[config.mk]
export PLATFORM = sky130hd
export DESIGN_NAME = aes_shift_rows_pipe_flat
export DESIGN_NICKNAME = d
export VERILOG_FILES = /design/src/rtl/aes_shift_rows_pipe_if.sv /design/src/rtl/aes_shift_rows_pipe.sv /design/src/flat_wrapper.sv
export SDC_FILE = /design/constraint.sdc
export NUM_CORES = 1
export LEC_CHECK = 0
export CORE_MARGIN = 2
export CORE_UTILIZATION = 50
export DETAILED_ROUTE_END_ITERATION = 8
export PLACE_DENSITY = 0.83
export REMOVE_ABC_BUFFERS = 1
export SETUP_SLACK_MARGIN = 0.3
export SYNTH_ARGS = -nofsm -noshare
export SYNTH_HDL_FRONTEND = slang
export SYNTH_SLANG_ARGS = --single-unit
[constraint.sdc]
create_clock -name clk -period 32.4 [get_ports clk]
set_input_delay 3.24 -clock clk [delete_from_list [all_inputs] [get_ports clk]]
set_output_delay 3.24 -clock clk [all_outputs]
set_load 0.05 [all_outputs]
[src/rtl/aes_shift_rows_pipe_if.sv]
// Valid/ready stream bundle for the ShiftRows pipeline stage.
// The slave modport is the stage itself; master is the producer/consumer around it.
interface aes_shift_rows_pipe_if #(
    parameter int NB    = 4,
    parameter int TAG_W = 4
);
    logic                 in_valid;
    logic                 in_ready;
    logic                 in_dec;
    logic [0:32*NB-1]     in_state;
    logic [TAG_W-1:0]     in_tag;

    logic                 out_valid;
    logic                 out_ready;
    logic [0:32*NB-1]     out_state;
    logic [TAG_W-1:0]     out_tag;

    modport slave (
        input  in_valid, in_dec, in_state, in_tag, out_ready,
        output in_ready, out_valid, out_state, out_tag
    );

    modport master (
        output in_valid, in_dec, in_state, in_tag, out_ready,
        input  in_ready, out_valid, out_state, out_tag
    );
endinterface

[src/rtl/aes_shift_rows_pipe.sv]
// Rijndael ShiftRows / InvShiftRows stage for Nb = 4, 6 or 8 columns.
// The permuted state is registered behind a 2-entry skid buffer so the output side is register-only.
module aes_shift_rows_pipe #(
    parameter int NB    = 4,
    parameter int MODE  = 2,
    parameter int TAG_W = 4
) (
    input  logic                 clk,
    input  logic                 rst,
    input  logic                 flush,
    aes_shift_rows_pipe_if.slave bus,
    output logic [1:0]           occupancy
);
    localparam int W = 32 * NB;

    typedef enum logic [1:0] {
        EMPTY = 2'd0,
        ONE   = 2'd1,
        TWO   = 2'd2
    } state_t;

    if (!(NB == 4 || NB == 6 || NB == 8)) begin : g_bad_nb
        $error("aes_shift_rows_pipe: NB must be 4, 6 or 8");
    end
    if (MODE < 0 || MODE > 2) begin : g_bad_mode
        $error("aes_shift_rows_pipe: MODE must be 0, 1 or 2");
    end
    if (TAG_W < 1) begin : g_bad_tag
        $error("aes_shift_rows_pipe: TAG_W must be at least 1");
    end

    // Rows 2 and 3 shift one column further for the 256-bit block.
    function automatic int row_off(input int row);
        return (NB == 8 && row >= 2) ? row + 1 : row;
    endfunction

    logic [0:W-1] fwd_state;
    logic [0:W-1] inv_state;
    logic [0:W-1] perm_state;
    logic         dec_sel;

    for (genvar c = 0; c < NB; c++) begin : g_col
        for (genvar r = 0; r < 4; r++) begin : g_row
            localparam int FWD_SRC = 4 * ((c + row_off(r)) % NB) + r;
            localparam int INV_SRC = 4 * ((c + NB - row_off(r)) % NB) + r;
            assign fwd_state[8*(4*c+r) +: 8] = bus.in_state[8*FWD_SRC +: 8];
            assign inv_state[8*(4*c+r) +: 8] = bus.in_state[8*INV_SRC +: 8];
        end
    end

    assign dec_sel    = (MODE == 2) ? bus.in_dec : (MODE == 1);
    assign perm_state = dec_sel ? inv_state : fwd_state;

    state_t           state;
    state_t           state_nxt;
    logic             accept;
    logic             pop;
    logic             out_valid;
    logic             load_main;
    logic             main_from_skid;
    logic             load_skid;

    logic [0:W-1]     main_state;
    logic [TAG_W-1:0] main_tag;
    logic [0:W-1]     skid_state;
    logic [TAG_W-1:0] skid_tag;

    // in_ready looks only at registered occupancy, never at out_ready, so no
    // combinational path runs from the downstream stage back upstream.
    assign bus.in_ready = !rst && !flush && (state != TWO);
    assign out_valid    = (state != EMPTY);
    assign accept       = bus.in_valid && bus.in_ready;
    assign pop          = out_valid && bus.out_ready;

    assign bus.out_valid = out_valid;
    assign bus.out_state = main_state;
    assign bus.out_tag   = main_tag;
    assign occupancy     = state;

    // NOTE: every signal driven here gets a default first, so no path leaves
    // a value unassigned and no latch is inferred.
    always_comb begin
        state_nxt      = state;
        load_main      = 1'b0;
        main_from_skid = 1'b0;
        load_skid      = 1'b0;

        unique case (state)
            EMPTY: begin
                if (accept) begin
                    state_nxt = ONE;
                    load_main = 1'b1;
                end
            end
            ONE: begin
                if (accept && !pop) begin
                    state_nxt = TWO;
                    load_skid = 1'b1;
                end else if (accept && pop) begin
                    load_main = 1'b1;
                end else if (pop) begin
                    state_nxt = EMPTY;
                end
            end
            TWO: begin
                if (pop) begin
                    state_nxt      = ONE;
                    load_main      = 1'b1;
                    main_from_skid = 1'b1;
                end
            end
            default: state_nxt = EMPTY;
        endcase

        // Flush drops everything held, whether or not a pop was in progress.
        if (flush) begin
            state_nxt = EMPTY;
            load_main = 1'b0;
            load_skid = 1'b0;
        end
    end

    // NOTE: state is registered with non-blocking assignments so every flop
    // samples the pre-edge values of its neighbours.
    always_ff @(posedge clk) begin
        if (rst) begin
            state <= EMPTY;
        end else begin
            state <= state_nxt;
        end
    end

    always_ff @(posedge clk) begin
        if (rst) begin
            main_state <= '0;
            main_tag   <= '0;
        end else if (load_main) begin
            main_state <= main_from_skid ? skid_state : perm_state;
            main_tag   <= main_from_skid ? skid_tag   : bus.in_tag;
        end
    end

    // NOTE: the skid entry is always written before it is read, so it carries
    // no reset and stays a plain enable flop bank.
    always_ff @(posedge clk) begin
        if (load_skid) begin
            skid_state <= perm_state;
            skid_tag   <= bus.in_tag;
        end
    end
endmodule

[src/flat_wrapper.sv]
// flat-port wrapper written by rule: the top's interface ports become plain ports
module aes_shift_rows_pipe_flat 
#(
    parameter int NB    = 4,
    parameter int MODE  = 2,
    parameter int TAG_W = 4
)
  (clk, rst, flush, occupancy, bus_in_valid, bus_in_dec, bus_in_state, bus_in_tag, bus_out_ready, bus_in_ready, bus_out_valid, bus_out_state, bus_out_tag);
  aes_shift_rows_pipe_if #(.NB(NB), .TAG_W(TAG_W)) bus_i ();
  input  logic clk;
  input  logic rst;
  input  logic flush;
  output logic [1:0] occupancy;
  input wire logic [$bits(bus_i.in_valid)-1:0] bus_in_valid;
  input wire logic [$bits(bus_i.in_dec)-1:0] bus_in_dec;
  input wire logic [$bits(bus_i.in_state)-1:0] bus_in_state;
  input wire logic [$bits(bus_i.in_tag)-1:0] bus_in_tag;
  input wire logic [$bits(bus_i.out_ready)-1:0] bus_out_ready;
  output wire logic [$bits(bus_i.in_ready)-1:0] bus_in_ready;
  output wire logic [$bits(bus_i.out_valid)-1:0] bus_out_valid;
  output wire logic [$bits(bus_i.out_state)-1:0] bus_out_state;
  output wire logic [$bits(bus_i.out_tag)-1:0] bus_out_tag;
  assign bus_i.in_valid = bus_in_valid;
  assign bus_i.in_dec = bus_in_dec;
  assign bus_i.in_state = bus_in_state;
  assign bus_i.in_tag = bus_in_tag;
  assign bus_i.out_ready = bus_out_ready;
  assign bus_in_ready = bus_i.in_ready;
  assign bus_out_valid = bus_i.out_valid;
  assign bus_out_state = bus_i.out_state;
  assign bus_out_tag = bus_i.out_tag;
  aes_shift_rows_pipe #(.NB(NB), .MODE(MODE), .TAG_W(TAG_W)) u_core (.clk(clk), .rst(rst), .flush(flush), .bus(bus_i), .occupancy(occupancy));
endmodule
==> impl_metrics.tcl, run 1 <==
set metrics [dict create \
    hold_buffers 0 \
    p_seq_share_pct 47.2 \
    hold_slack_ns 0.460 \
    port_buffers 273 \
    synth-seq-area-share_pct 58.3 \
    start_util_pct 50.6 \
    status "completed" \
    setup_tns_ns 0 \
    routed_via_density 5.79 \
    grt_pass1_wl_um 45200 \
    syn_area_per_cell_sq_um 12.6 \
    end_kind "output pin" \
    boundaryPins 274 \
    grt_pass1_vias 8335 \
    cp_cell_sequence "clkdlybuf4s50_1 -> nor2_1 -> and2_1 -> clkdlybuf4s50_1" \
    syn-instance-count 904 \
    cap_violations 0 \
    critPathRequiredTime_ns 29.16 \
    hp-class "flip-flop to flip-flop" \
    wl_met3_um 1620 \
    hold_violations 0 \
    synthToLayoutAreaGrowth_pct 32.0 \
    rsz0062_at_grt "false" \
    antenna_found_initial 2 \
    synth_ff_type "dfxtp_1" \
    fin_skew_ns 0.00694 \
    wl_met2_um 14100 \
    setup_viol 0 \
    max_freq_ghz 0.124 \
    die_h_um 155 \
    gp_congestion 0.791 \
    post-route-min-period_ns 8.10 \
    cts.path.max_buffers 3 \
    htreeDepth 1 \
    place_area_sq_mm 0.0142 \
    grt_max_degree 105 \
    yosysWarnings 0 \
    routed_wl_um 29000 \
    postCtsSetupBuffers 0 \
    fin_area_sq_mm 0.0150 \
    crit_top_cell "clkdlybuf4s50_1" \
    first_pass_iters 5 \
    ir_drop_v 0.0000490 \
    ys_ff_latch 266 \
    vias 8314 \
    pwr-share-clk_pct 39.1 \
    gr-total-overflow 0 \
    slew_headroom_pct 25.5 \
    fin_crit_sh_pct 25.0 \
    slowest_delay_ns 0.80 \
    path_max_fanout 5 \
    route.detailed.drc 0 \
    power_mw 0.777 \
    final_util_pct 66.8 \
    clk_pin_slew_ns 0.06 \
    rows 55 \
    power.density_mw_per_mm2 51.7 \
    cts_sinks 266 \
    final_nets 1270 \
    cts_tree "done" \
    cts_root_buf "clkbuf_16" \
    worstSkewPairLatency_ns 0.53 \
    switching_power_mw 0.193 \
    wl_met1_um 12200 \
    die_area_sq_mm 0.0240 \
    top_layer "met4" \
    power_switching_share_pct 24.9 \
    cp_slowest_cell "clkdlybuf4s50_1" \
    arrival_ns 4.86 \
    placed_cells 1386 \
    fp.dieW_um 155 \
    critPathKind "primary input to output pin" \
    tightest_slew_ns 1.12 \
    drt_iter0_markers 586 \
    synthArstFlopShare_pct 0 \
    slew_violations 0 \
    leakage_nw 5.78 \
    hpwl_um 17400 \
    grt_usage_pct 23.2 \
    detail_route.wl_per_cell_um 20.2 \
    synth-edff-count 132 \
    drt.antenna.violating_nets 0 \
    worst_slack_ns 24.30 \
    dp_slack_ns 24.32 \
    worst_setup_path_start_kind "primary input" \
    core-area_sq_mm 0.0225 \
    instances_no_fill 1437 \
    drive_gt1_share_pct 12.3 \
    cts_buffers 29 \
    p_comb_share_pct 13.7 \
    p_int_mw 0.584 \
    netlist_area_sq_mm 0.0114 \
    ys_types 29 \
    cts_resized 0 \
]
[cell usage after synthesis (all sizes together), types with 2 or more instances]
master | instances | area, sq um
a21oi | 2 | 10.0
o221ai | 64 | 561
mux2 | 64 | 721
nand2b | 67 | 419
nand2 | 66 | 248
nand3b | 2 | 15.0
a221oi | 68 | 658
mux2i | 132 | 1320
edfxtp | 132 | 3960
buf | 39 | 243
clkbuf | 51 | 191
nor2 | 70 | 263
dfxtp | 134 | 2680
[per-layer routing]
metal / global-route usage, % / up-vias
met2: 38.5 / 288
met3: 4.18 / 66
met5: 0 / -
met4: 8.38 / 0
met1: 30.6 / 4086
li1: - / 3874
[cells in the final DEF (no fill, tap or decap), types with 3 or more instances in the layout]
cell and instances:
clkbuf_1 8, nand2_1 66, nor2_1 70, clkinv_2 6
edfxtp_1 132, buf_2 3, mux2_2 64, mux2i_1 132
o221ai_1 64, a221oi_2 10, nand2b_1 66, dfxtp_1 134
clkdlybuf4s50_1 270, buf_4 14, a221oi_1 58, clkbuf_16 29
[path summary, 6_finish.rpt]
kind	cells after the start	from	to	slack (ns)
worst max-delay path	4	flush	bus_in_ready	24.30
worst min-delay path	2	u_core.bus.out_state[8]$_SDFFE_PP0P_	u_core.bus.out_state[8]$_SDFFE_PP0P_	0.46
worst max register to register	4	u_core.occupancy[0]$_SDFFE_PP0P_	u_core.bus.out_state[1]$_SDFFE_PP0P_	29.53
worst min register to register	2	u_core.bus.out_state[8]$_SDFFE_PP0P_	u_core.bus.out_state[8]$_SDFFE_PP0P_	0.46
[power groups by stage]
stage,registers (mW),logic [mW],clock network (mW)
4_1_cts,0.367,0.106,0.310
3_5_place_dp,0.374,0.106,0
2_1_floorplan,0.401,0.0325,0
5_1_grt,0.368,0.112,0.322
6_report,0.367,0.106,0.304
3_3_place_gp,0.374,0.104,0
[worst max-delay path: cells and delay by family]
kind          cells  cell delay [ns]
simple gates      2             0.32
buf+inv           2             1.30
[kinds of logic (layout without fill, tap and decap cells)]
kind of cell           count (synthesis)  in the layout  synth area share (%)
buffers and inverters                 91            337                  3.84
AND/OR/NAND/NOR                      213            213                  8.82
other                                  0              2                     0
flip-flops                           266            266                  58.3
multiplexers                         196            196                  17.9
AO/OA/AOI/OAI                        138            138                  11.1
[flip-flops by register name, indices dropped and copies added, names as in the netlist]
| signal | flops |
|---|---|
| u_core.skid_tag | 4 |
| u_core.bus.out_state | 128 |
| u_core.occupancy | 2 |
| u_core.skid_state | 128 |
| u_core.bus.out_tag | 4 |
[cell type report]
| cell class | instances | area (sq um) |
|---|---|---|
| multi-input combinational | 547 | 4340 |
| tap | 285 | 357 |
| fill | 1657 | 7470 |
| inverter | 1 | 6.26 |
| sequential | 266 | 6650 |
| clock buffer | 39 | 783 |
| timing repair buffer | 287 | 2820 |
| clock inverter | 10 | 80.1 |
| antenna | 2 | 5.00 |
Note: power is estimated with default switching activity, not from simulation.
==> run 2, diff against run 1 <==
==> constraint.sdc (replaced) <==
create_clock -name clk -period 8.1 [get_ports clk]
set_input_delay 0.81 -clock clk [delete_from_list [all_inputs] [get_ports clk]]
set_output_delay 0.81 -clock clk [all_outputs]
set_load 0.05 [all_outputs]
==> impl_metrics.tcl, run 2 (synthesized netlist as in run 1, its figures left out) <==
set metrics [dict create \
    regArea_sq_mm 0.00665 \
    antenna_found_initial 3 \
    drt.antenna.violating_nets 0 \
    rows 55 \
    power_switching_share_pct 24.1 \
    port_buffers 273 \
    cts_resized 0 \
    n_fill_cell 1592 \
    p_int_mw 2.43 \
    path_max_fanout 66 \
    p_seq_share_pct 45.8 \
    pwr-share-clk_pct 41.0 \
    status "completed" \
    grt_use_met2_pct 37.5 \
    hold_buffers 0 \
    final_nets 1269 \
    r2r-end "u_core.bus.out_state[115]$_SDFFE_PP0P_" \
    max_freq_ghz 0.273 \
    fp.dieW_um 155 \
    min_to "u_core.bus.out_state[108]$_SDFFE_PP0P_" \
    reg2reg_slack_ns 5.38 \
    slew_headroom_pct 24.0 \
    min-delay-start "u_core.bus.out_state[108]$_SDFFE_PP0P_" \
    route.detailed.drc 0 \
    worst_setup_path_start_kind "flip-flop" \
    place_area_sq_mm 0.0142 \
    worstSkewPairLatency_ns 0.53 \
    hold_violations 0 \
    critPathKind "flip-flop to output pin" \
    leakage_nw 5.82 \
    drt_iter0_markers 564 \
    most-common-layout-cells "clkdlybuf4s50_1 (270), dfxtp_1 (134), mux2i_1 (132), edfxtp_1 (132), nor2_1 (70)" \
    final_util_pct 67.3 \
    postCtsSetupBuffers 0 \
    cts_tree "done" \
    cts_buffers 28 \
    tightest_slew_ns 1.14 \
    hp-class "flip-flop to flip-flop" \
    vias 8304 \
    fin_skew_ns 0.0151 \
    grt_pass1_vias 8246 \
    routed_wl_um 28600 \
    critPathRequiredTime_ns 7.29 \
    routed_via_density 5.76 \
    ir_drop_v 0.000167 \
    cts.path.max_buffers 3 \
    post-route-min-period_ns 3.66 \
    start_util_pct 50.6 \
    setup_viol 0 \
    gr-total-overflow 0 \
    cts_sinks 266 \
    p_comb_share_pct 13.2 \
    final_common_cell "clkdlybuf4s50_1" \
    clk_pin_slew_ns 0.06 \
    synthToLayoutAreaGrowth_pct 32.9 \
    cts_root_buf "clkbuf_16" \
    whs_path_depth 2 \
    grt_usage_pct 22.8 \
    detail_route.wl_per_cell_um 19.8 \
    r2r_start "u_core.occupancy[1]$_SDFFE_PP0P_" \
    slew_violations 0 \
    drive_gt1_share_pct 12.7 \
    fin_area_sq_mm 0.0151 \
    die_area_sq_mm 0.0240 \
    power.density_mw_per_mm2 212 \
    fin_crit_sh_pct 45.1 \
    switching_power_mw 0.771 \
    grt_max_degree 99 \
    setup_tns_ns 0 \
    use_met3_pct 4.21 \
    gp_congestion 0.804 \
    boundaryPins 274 \
    arrival_ns 2.85 \
    cap_violations 0 \
    die_h_um 155 \
    htreeDepth 1 \
    grt_pass1_wl_um 44700 \
    core-area_sq_mm 0.0225 \
    multi_input_area_sq_mm 0.00434 \
    busiest_layer "met2" \
    hpwl_um 17200 \
    first_pass_iters 6 \
    gr-usage-met1_pct 30.0 \
    rsz0062_at_grt "false" \
    end_kind "output pin" \
    ff2ff_path_depth 5 \
]
[run 2: cell count changes in the layout (fill, tap and decap cells not counted), sizes merged]
cell | previous run | this run
bufinv | 1 | 3
diode | 2 | 3
clkinv | 8 | 7
clkinvlp | 1 | 3
[run 2: worst max path at each step]
stage | startpoint | to | slack [ns] | cells past startpoint
4_1_cts | u_core.occupancy[0]$_SDFFE_PP0P_ | bus_in_ready | 4.46 | 4
3_5_place_dp | bus_out_ready | u_core.bus.out_state[2]$_SDFFE_PP0P_ | 4.33 | 7
5_1_grt | u_core.occupancy[0]$_SDFFE_PP0P_ | bus_in_ready | 4.32 | 4
3_3_place_gp | bus_out_ready | u_core.bus.out_state[49]$_SDFFE_PP0P_ | 4.34 | 7
2_1_floorplan | rst | u_core.skid_state[0]$_DFFE_PP_ | -6.47 | 1
6_report | u_core.occupancy[0]$_SDFFE_PP0P_ | bus_in_ready | 4.44 | 4
[run 2: power by group through the flow]
stage / clock [mW] / sequential, mW / combinational [mW]
floorplan: 0 / 1.60 / 0.130
global placement: 0 / 1.50 / 0.415
detailed placement: 0 / 1.50 / 0.420
CTS: 1.34 / 1.47 / 0.423
global route: 1.38 / 1.47 / 0.447
finish: 1.31 / 1.47 / 0.423
[run 2: area by class of cell]
class	count	share of cell area, %
Tap cell	285	2.35
Antenna cell	3	0.0496
Clock inverter	13	0.950
Clock buffer	39	5.44
Inverter	1	0.0413
Sequential cell	266	43.9
Multi-Input combinational cell	547	28.6
Timing Repair Buffer	287	18.6
[run 2: worst max-delay path: stages, from the launching register on]
cell             delay (ns)
dfxtp_1                0.48
nand2b_2               0.17
buf_4                  0.59
and2_1                 0.23
clkdlybuf4s50_1        0.82
[run 2: layer usage]
metal	vias up	share of wire, %
met1	4041	42
met4	0	3.5
li1	3881	-
met3	68	6.1
met5	-	0
met2	314	49
[run 2: stage by stage]
stage                     std cells  hold slack [ns]  total power [mW]  setup slack (ns)
final                          1441            0.460              3.20              4.44
after floorplan                 814            0.588              1.73             -6.47
after global placement         1386            0.448              1.91              4.34
after detailed placement       1386            0.451              1.92              4.33
after CTS                      1438            0.461              3.23              4.46
after global routing           1441            0.474              3.30              4.32
==> run 3, diff against run 2 <==
==> constraint.sdc (replaced) <==
create_clock -name clk -period 3.83 [get_ports clk]
set_input_delay 0.383 -clock clk [delete_from_list [all_inputs] [get_ports clk]]
set_output_delay 0.383 -clock clk [all_outputs]
set_load 0.05 [all_outputs]
==> impl_metrics.tcl, run 3 (synthesized netlist as in run 1, its figures left out) <==
set metrics [dict create \
    dp_slack_ns 1.03 \
    fin_crit_sh_pct 65.8 \
    path_buf_inv 1 \
    ir_drop_v 0.000364 \
    p_seq_share_pct 45.3 \
    rows 55 \
    port_buffers 273 \
    path_max_fanout 11 \
    cts_sinks 266 \
    routed_wl_um 30400 \
    worst_slack_ns 1.31 \
    max_freq_ghz 0.397 \
    drt_iter0_markers 571 \
    first_pass_iters 8 \
    start_util_pct 50.6 \
    rsz0062_at_grt "false" \
    p_int_mw 5.20 \
    critPathRequiredTime_ns 3.45 \
    p_comb_share_pct 13.3 \
    antenna_found_initial 0 \
    fp.dieW_um 155 \
    fin_skew_ns 0.0113 \
    cpLargestDelayFamily "buffers and inverters" \
    num_antenna_cells 0 \
    grt_usage_pct 24.3 \
    cp_slowest_cell "clkdlybuf4s50_1" \
    hpwl_um 18500 \
    instances_no_fill 1444 \
    synthToLayoutAreaGrowth_pct 34.1 \
    worst_setup_path_start_kind "flip-flop" \
    detail_route.wl_per_cell_um 21.0 \
    drt.antenna.violating_nets 0 \
    gr-total-overflow 0 \
    placed_cells 1391 \
    setup_tns_ns 0 \
    slew_headroom_pct 31.7 \
    end_kind "output pin" \
    grt_max_degree 91 \
    cp_cell_sequence "or2_2 -> clkdlybuf4s50_1" \
    cts_buffers 29 \
    drive_gt1_share_pct 12.8 \
    routed_via_density 5.88 \
    n_fill_cell 1602 \
    arrival_ns 2.14 \
    gp_congestion 0.809 \
    power_mw 6.86 \
    grt_pass1_vias 8492 \
    slowest_delay_ns 0.89 \
    fin_area_sq_mm 0.0153 \
    hold_slack_ns 0.244 \
    power.density_mw_per_mm2 449 \
    worstSkewPairLatency_ns 0.53 \
    vias 8491 \
    final_common_cell "clkdlybuf4s50_1" \
    place_area_sq_mm 0.0143 \
    leakage_nw 5.89 \
    cap_violations 0 \
    slew_violations 0 \
    route.detailed.drc 0 \
    switching_power_mw 1.66 \
    grt_pass1_wl_um 47000 \
    cts_resized 0 \
    die_h_um 155 \
    cts_tree "done" \
    postCtsSetupBuffers 0 \
    hold_violations 0 \
    final_nets 1275 \
    final_util_pct 67.9 \
    die_area_sq_mm 0.0240 \
    pwr-share-clk_pct 41.4 \
    cts.path.max_buffers 3 \
    power_switching_share_pct 24.3 \
    post-route-min-period_ns 2.52 \
    core-area_sq_mm 0.0225 \
    tightest_slew_ns 1.02 \
    critPathKind "flip-flop to output pin" \
    hp-class "primary input to flip-flop" \
    most-common-layout-cells "clkdlybuf4s50_1 (270), dfxtp_1 (134), mux2i_1 (132), edfxtp_1 (132), nor2_1 (70)" \
    clk_pin_slew_ns 0.06 \
    htreeDepth 1 \
    status "completed" \
    cts_root_buf "clkbuf_16" \
    setup_viol 0 \
    hold_buffers 0 \
    boundaryPins 274 \
]
run 3: cell types whose count changed in the layout (fill, tap and decap cells not counted):
cell / change
clkbuf_1: +4
clkinv_2: -2
diode_2: -3
buf_4: -2
buf_12: +7
clkbuf_8: +2
clkinvlp_4: -3
run 3: final cells by class:
class / instances / area [sq um] / area share (%)
clock buffers: 45 / 866 / 5.67
clock inverters: 8 / 111 / 0.729
inverters: 1 / 6.26 / 0.0410
multi-input cells: 547 / 4340 / 28.4
flip-flops and latches: 266 / 6650 / 43.5
well taps: 285 / 357 / 2.34
repair buffers: 292 / 2950 / 19.3
run 3: final timing paths:
| path | startpoint | to | slack (ns) | cells after the start |
|---|---|---|---|---|
| worst max register to register | u_core.occupancy[1]$_SDFFE_PP0P_ | u_core.bus.out_state[39]$_SDFFE_PP0P_ | 1.51 | 4 |
| worst min register to register | u_core.bus.out_state[121]$_SDFFE_PP0P_ | u_core.bus.out_state[121]$_SDFFE_PP0P_ | 0.46 | 2 |
| worst max-delay path | u_core.occupancy[1]$_SDFFE_PP0P_ | bus_out_valid | 1.31 | 2 |
| worst min-delay path | bus_out_ready | u_core.occupancy[1]$_SDFFE_PP0P_ | 0.24 | 2 |
run 3: power by group through the flow:
stage	logic (mW)	registers (mW)	clock network [mW]
final	0.912	3.11	2.84
after global routing	0.959	3.11	3.01
after CTS	0.912	3.11	2.88
after detailed placement	0.903	3.16	0
after global placement	0.888	3.16	0
after floorplan	0.275	3.39	0
run 3: layer usage:
layer / global-route usage (%) / part of all wire [%] / vias up
li1: - / - / 3890
met4: 9.04 / 3.8 / 0
met3: 3.57 / 5.8 / 72
met1: 32.9 / 42 / 4194
met5: 0 / 0 / -
met2: 40.0 / 48 / 335
run 3: worst register-to-register path: cells and delay by family, from the launching register on:
kind / cells / cell delay (ns)
and+or+nand+nor: 2 / 0.97
AOI/OAI and AO/OA: 1 / 0.36
buffers and inverters: 1 / 0.45
DFF: 1 / 0.41
